File: src/rtl/ls138_scan_pkg.sv
// Shared constants for the 74LS138 scan sequencer: mode codes and direction encoding.
// No logic, no latency.
// No flow control.
package ls138_scan_pkg;

  localparam logic [1:0] MODE_UP       = 2'b00;
  localparam logic [1:0] MODE_DOWN     = 2'b01;
  localparam logic [1:0] MODE_PINGPONG = 2'b10;
  localparam logic [1:0] MODE_HOLD     = 2'b11;

  // Direction of travel; only meaningful in ping-pong, but kept across mode changes.
  typedef enum logic {
    DIR_UP   = 1'b0,
    DIR_DOWN = 1'b1
  } dir_e;

endpackage

File: src/rtl/ls138_scan_prescaler.sv
// Prescaler: counts enabled cycles 0..PRESCALE-1 and flags the last one.
// Strobe is combinational in the cycle the count sits at PRESCALE-1 with en high.
// en low freezes the count; clear returns it to 0 on the next edge.
module scan_prescaler #(
  parameter int unsigned PRESCALE = 50000
) (
  input  logic clk_i,
  input  logic rst_ni,
  input  logic en_i,
  input  logic clear_i,
  output logic strobe_o
);

  localparam int unsigned CW = (PRESCALE > 1) ? $clog2(PRESCALE) : 1;
  localparam logic [CW-1:0] LAST = CW'(PRESCALE - 1);

  logic [CW-1:0] cnt_q, cnt_d;

  assign strobe_o = en_i & (cnt_q == LAST);

  // Next count: clear wins, otherwise advance/wrap only on enabled cycles.
  always_comb begin
    cnt_d = cnt_q;
    if (clear_i) begin
      cnt_d = '0;
    end else if (en_i) begin
      cnt_d = strobe_o ? '0 : cnt_q + CW'(1);
    end
  end

  // Count register.
  always_ff @(posedge clk_i or negedge rst_ni) begin
    if (!rst_ni) cnt_q <= '0;
    else         cnt_q <= cnt_d;
  end

endmodule

File: src/rtl/ls138_scan_ctrl.sv
// Drives A2..A0 and G1/G2A/G2B of a 3-to-8 decoder, stepping the select at a prescaled rate.
// All outputs registered; a step appears one edge after the prescaler strobe.
// No backpressure; LOAD overrides a same-cycle step, BLANK/EN only gate G1.
module ls138_scan_ctrl
  import ls138_scan_pkg::*;
#(
  parameter int unsigned PRESCALE = 50000,
  parameter int unsigned DEAD     = 2
) (
  input  logic       clk_i,
  input  logic       rst_ni,
  input  logic       en_i,
  input  logic       blank_i,
  input  logic [1:0] mode_i,
  input  logic       load_i,
  input  logic [2:0] load_addr_i,
  output logic       a2_o,
  output logic       a1_o,
  output logic       a0_o,
  output logic       g1_o,
  output logic       g2a_o,
  output logic       g2b_o,
  output logic       tick_o,
  output logic       wrap_o
);

  // Illegal parameter combinations stop elaboration.
  if (PRESCALE < 1 || PRESCALE > 65535) begin : g_prescale_chk
    $error("ls138_scan_ctrl: PRESCALE must be within 1..65535");
  end
  if (DEAD >= PRESCALE) begin : g_dead_chk
    $error("ls138_scan_ctrl: DEAD must be less than PRESCALE");
  end

  logic        strobe;
  logic [2:0]  addr_q, addr_d;
  dir_e        dir_q, dir_d;
  logic [15:0] dead_q, dead_d;
  logic        g1_q, g1_d;
  logic        tick_q, tick_d;
  logic        wrap_q, wrap_d;
  logic        addr_chg;

  // Load restarts the step interval so the loaded address is shown for a full period.
  scan_prescaler #(.PRESCALE(PRESCALE)) u_prescaler (
    .clk_i    (clk_i),
    .rst_ni   (rst_ni),
    .en_i     (en_i),
    .clear_i  (load_i),
    .strobe_o (strobe)
  );

  // Next address/direction, tick/wrap pulses and dead-window reload.
  always_comb begin
    addr_d   = addr_q;
    dir_d    = dir_q;
    tick_d   = 1'b0;
    wrap_d   = 1'b0;
    addr_chg = 1'b0;
    if (load_i) begin
      addr_d   = load_addr_i;
      dir_d    = DIR_UP;
      addr_chg = 1'b1;
    end else if (strobe) begin
      tick_d = 1'b1;
      case (mode_i)
        MODE_UP: begin
          addr_d   = addr_q + 3'd1;
          wrap_d   = (addr_q == 3'd7);
          addr_chg = 1'b1;
        end
        MODE_DOWN: begin
          addr_d   = addr_q - 3'd1;
          wrap_d   = (addr_q == 3'd0);
          addr_chg = 1'b1;
        end
        MODE_PINGPONG: begin
          addr_chg = 1'b1;
          if (dir_q == DIR_UP) begin
            if (addr_q == 3'd7) begin
              addr_d = 3'd6;
              dir_d  = DIR_DOWN;
            end else begin
              addr_d = addr_q + 3'd1;
            end
          end else begin
            if (addr_q == 3'd0) begin
              addr_d = 3'd1;
              dir_d  = DIR_UP;
              wrap_d = 1'b1;
            end else begin
              addr_d = addr_q - 3'd1;
            end
          end
        end
        default: ;  // hold: tick only, address and dead window untouched
      endcase
    end

    if (addr_chg)              dead_d = 16'(DEAD);
    else if (dead_q != 16'd0)  dead_d = dead_q - 16'd1;
    else                       dead_d = dead_q;

    g1_d = en_i & ~blank_i & (dead_d == 16'd0);
  end

  // Sequencer state and registered decoder controls.
  always_ff @(posedge clk_i or negedge rst_ni) begin
    if (!rst_ni) begin
      addr_q <= 3'd0;
      dir_q  <= DIR_UP;
      dead_q <= 16'd0;
      g1_q   <= 1'b0;
      tick_q <= 1'b0;
      wrap_q <= 1'b0;
    end else begin
      addr_q <= addr_d;
      dir_q  <= dir_d;
      dead_q <= dead_d;
      g1_q   <= g1_d;
      tick_q <= tick_d;
      wrap_q <= wrap_d;
    end
  end

  assign a2_o   = addr_q[2];
  assign a1_o   = addr_q[1];
  assign a0_o   = addr_q[0];
  assign g1_o   = g1_q;
  assign g2a_o  = ~g1_q;
  assign g2b_o  = ~g1_q;
  assign tick_o = tick_q;
  assign wrap_o = wrap_q;

endmodule

File: config.mk
export PLATFORM = sky130hd
export DESIGN_NAME = ls138_scan_ctrl
export DESIGN_NICKNAME = d
export VERILOG_FILES = /design/src/rtl/ls138_scan_pkg.sv /design/src/rtl/ls138_scan_prescaler.sv /design/src/rtl/ls138_scan_ctrl.sv
export SDC_FILE = /design/constraint.sdc
export NUM_CORES = 1
export LEC_CHECK = 0
export BUFFER_PORTS_ARGS = -buffer_cell sky130_fd_sc_hd__buf_2
export CAP_MARGIN = 40
export CORE_MARGIN = 3
export CORE_UTILIZATION = 55
export CTS_CLUSTER_DIAMETER = 120
export CTS_CLUSTER_SIZE = 12
export DETAILED_ROUTE_END_ITERATION = 16
export GPL_TIMING_DRIVEN = 0
export PLACE_DENSITY_LB_ADDON = 0.1
export SYNTH_ARGS = -nofsm -noshare
export SYNTH_HDL_FRONTEND = slang
export SYNTH_HIERARCHICAL = 1
export SYNTH_SLANG_ARGS = --single-unit
File: constraint.sdc
create_clock -name clk_i -period 4.3 [get_ports clk_i]
set_input_delay 0.215 -clock clk_i [delete_from_list [all_inputs] [get_ports clk_i]]
set_output_delay 0.215 -clock clk_i [all_outputs]
set_load 0.01 [all_outputs]
==> summary.md <==
| Metric | Value |
|---|---|
| Share of power burned in registers | 35.5% |
| Combinational cell fraction of total power | 39.5% |
| CP Data Required Time | 4490 ps |
| Clock power share | 25.0% |
| Met2 Use GR | 31.9% |
| Total of warnings raised by yosys | 6 |
| Clk_lat worst skew | 290 ps |
| Critical path endpoint category | flip-flop |
| Status | finished, final reports clean |
| Hold Path Class | in -> reg |
| Slew HR | 55.2% |
| Final WL | 4790 µm |
| Reg2Reg Capture Point | g1_o$_DFF_PN0_ |
| GR Layer Usage met1 | 27.0% |
| Largest net degree at the start of global routing | 30 |
| First-pass GRT wire length | 8270 µm |
| Rows | 23 |
| Die H | 72.6 µm |
| Mapped Nets | 286 |
| CP Launch Type | flip-flop |
| RSZ-0062 raised after global routing | false |
| M3 GR Usage | 3.88% |
| Post-DRT Antenna Nets | 0 |
| Total GRT Usage | 19.9% |
| Via count | 1,937 |
| Fmax | 377 MHz |
| VDD IR max | 242 µV |
| Post-route clock period utilization | 61.7% |
| Setup TNS | 0 ps |
| Total net switching power | 0.000519 W |
| Fillcell total | 353 |
| Leading cell type in the layout, fill and taps excluded | nor2_1 |
| Worst R2R Start | dead_q[0]$_DFF_PN0_ |
| # DRC | 0 |
| Num ports | 18 |
| Sequential fraction of the synthesis area | 40.1% |
| Sw Share | 36.1% |
| Synth unique cells | 56 |
| Min Tclk post-route | 2650 ps |
| Slew @ Worst Pin | 669 ps |
| R2R Setup Slk | 1650 ps |
| Port bufs | 17 |
| Critical path peak fanout | 10 |
| Most used routing layer | met2 |
| Most frequent cells in the layout | nor2_1, dfrtp_1, xnor2_1 |
| Crit Path Category | reg -> reg |
| Worst hold start | load_i |
| Register bit total from synthesis | 39 |
| Post-CTS Repair Setup Buffers | 0 |
| Clock Skew | 7.85 ps |
| Clock Tree Buf Depth | 2 |
| Syn Inst Count | 263 |
| DR iter-0 viols | 80 |
| Final Wtd Congestion | 0.826 |
| Initial Util | 58.8% |
| Register-to-Register Path Depth | 9 |
| Vias in the first global route | 1,818 |
| H-tree levels | 2 |
| Inserted Clock Buffers | 5 |
| Clk slew on worst S/H paths | 80 ps |
| Synthesized cell area | 2440 µm² |
| GRT overflow | 0 |
| Leak | 1.18 nW |
| Hold buffer count at cts | 1 |
| Synth async-reset ratio | 100% |
| Worst Hold Path EP | u_prescaler/cnt_q[0]$_DFFE_PN0P_ |
| Die width | 72.6 µm |
| Layout area overhead | 12.7% |
| Pins Over Slew Limit | 0 |
| Post-cts resize count | 0 |
| Clock Root Buffer | clkbuf_8 |
| Placement Cell Area | 2600 µm² |
| Arrival @ worst endpoint | 2840 ps |
| Final hold violations | 0 |
| Power per cell area | 523 nW/µm² |
| Core Area | 4140 µm² |
| Fraction of layout cells with a size suffix above 1 | 14.8% |
| Top_reg_cell synth | dfrtp_1 |
| 1st-pass router iterations | 4 |
| Total Nets Final | 312 |
| Fin area | 2750 µm² |
| Int Pwr | 0.000916 W |
| Post-synth EDFFs | 0 |
| Initial antenna violation count | 0 |
| Vias per cell | 5.70 |
| Placed wire-length estimate | 3500 µm |
| Wirelength per Cell | 14.1 µm |
| CTS sink count | 39 |
| Ant. Diodes | 0 |
| WHS Path Cells | 2 |
| Avg Inst Size Synth | 9.26 µm² |
| Final setup vio count | 0 |
| Die ar. | 5260 µm² |
| Total of max-cap violations | 0 |
| CTS tree | built |
[metal layers]
metal | part of all wire [%] | vias up
met3 | 2.5 | 8
met1 | 48 | 914
li1 | - | 983
met2 | 48 | 32
met5 | 0 | -
met4 | 1.6 | 0
[area by class of cell]
type	count	area (µm²)	area share [%]
multi-input combinational	198	1350	49.2
inverter	18	67.6	2.46
tap	50	62.6	2.28
timing repair buffer	19	115	4.19
buffer	8	42.5	1.55
clock buffer	6	72.6	2.64
clock inverter	2	60.1	2.19
sequential	39	976	35.5
[stage by stage]
step	hold slack [ps]	power (W)	setup slack, ps	std cells	utilization [%]
floorplan	-80.6	0.000950	2030	263	-
global placement	376	0.00107	1650	330	62.3
detailed placement	106	0.00108	1650	331	62.8
CTS	154	0.00145	1630	340	66.3
global route	183	0.00155	1280	340	66.3
finish	168	0.00144	1650	340	66.3
[synthesized netlist by cell type (3+ instances only)]
cell	instances	share of area, %
a21oi_1	10	2.1
and3_1	3	0.77
and4_1	4	1.4
buf_4	3	0.92
clkbuf_1	4	0.62
dfrtp_1	39	40
ha_1	13	6.7
inv_1	18	2.8
mux2i_1	3	1.2
nand2_1	13	2.0
nand3_1	7	1.4
nand4_1	5	1.3
nor2_1	40	6.2
nor2b_1	3	0.77
nor3_1	10	2.1
nor4_1	7	1.8
nor4b_1	4	1.4
o21ai_0	10	2.1
or3_1	4	1.0
xnor2_1	20	7.2
[worst max-delay path: stages, from the launching register on]
cell and delay (ps):
dfrtp_1 410, inv_1 130, ha_1 160, nor4b_2 430
and4_1 280, buf_4 180, nand3_1 90, a2111oi_0 360
o21ai_0 200, nor4b_2 310
[sequential cells by signal (all words and copies together), names as in the netlist]
name / count
u_prescaler/cnt_q: 16
tick_o: 1
g1_o: 1
dead_q: 16
addr_q: 3
dir_q: 1
wrap_o: 1
[logic make-up after synthesis]
family,share of synthesized area [%]
adder cells (fa/ha/maj),6.68
buffers and inverters,4.52
flip-flops,40.1
AO/OA/AOI/OAI,11.0
AND/OR/NAND/NOR,28.9
multiplexers,1.23
XOR/XNOR,7.55
[worst max path at each step]
stage	startpoint	endpoint	slack (ps)	cells after the start
after detailed placement	dead_q[0]$_DFF_PN0_	g1_o$_DFF_PN0_	1650	9
after floorplan	dead_q[0]$_DFF_PN0_	g1_o$_DFF_PN0_	2030	9
after global routing	dead_q[0]$_DFF_PN0_	g1_o$_DFF_PN0_	1280	9
final	dead_q[0]$_DFF_PN0_	g1_o$_DFF_PN0_	1650	9
after CTS	dead_q[0]$_DFF_PN0_	g1_o$_DFF_PN0_	1630	9
after global placement	dead_q[0]$_DFF_PN0_	g1_o$_DFF_PN0_	1650	9
[power by group through the flow]
stage / sequential (W) / combinational [W] / clock, W
after global routing: 0.000522 / 0.000644 / 0.000383
after CTS: 0.000509 / 0.000567 / 0.000370
after global placement: 0.000512 / 0.000555 / 0
final: 0.000510 / 0.000566 / 0.000359
after floorplan: 0.000498 / 0.000452 / 0
after detailed placement: 0.000516 / 0.000564 / 0
No activity file was read; power rests on OpenSTA's default activity.
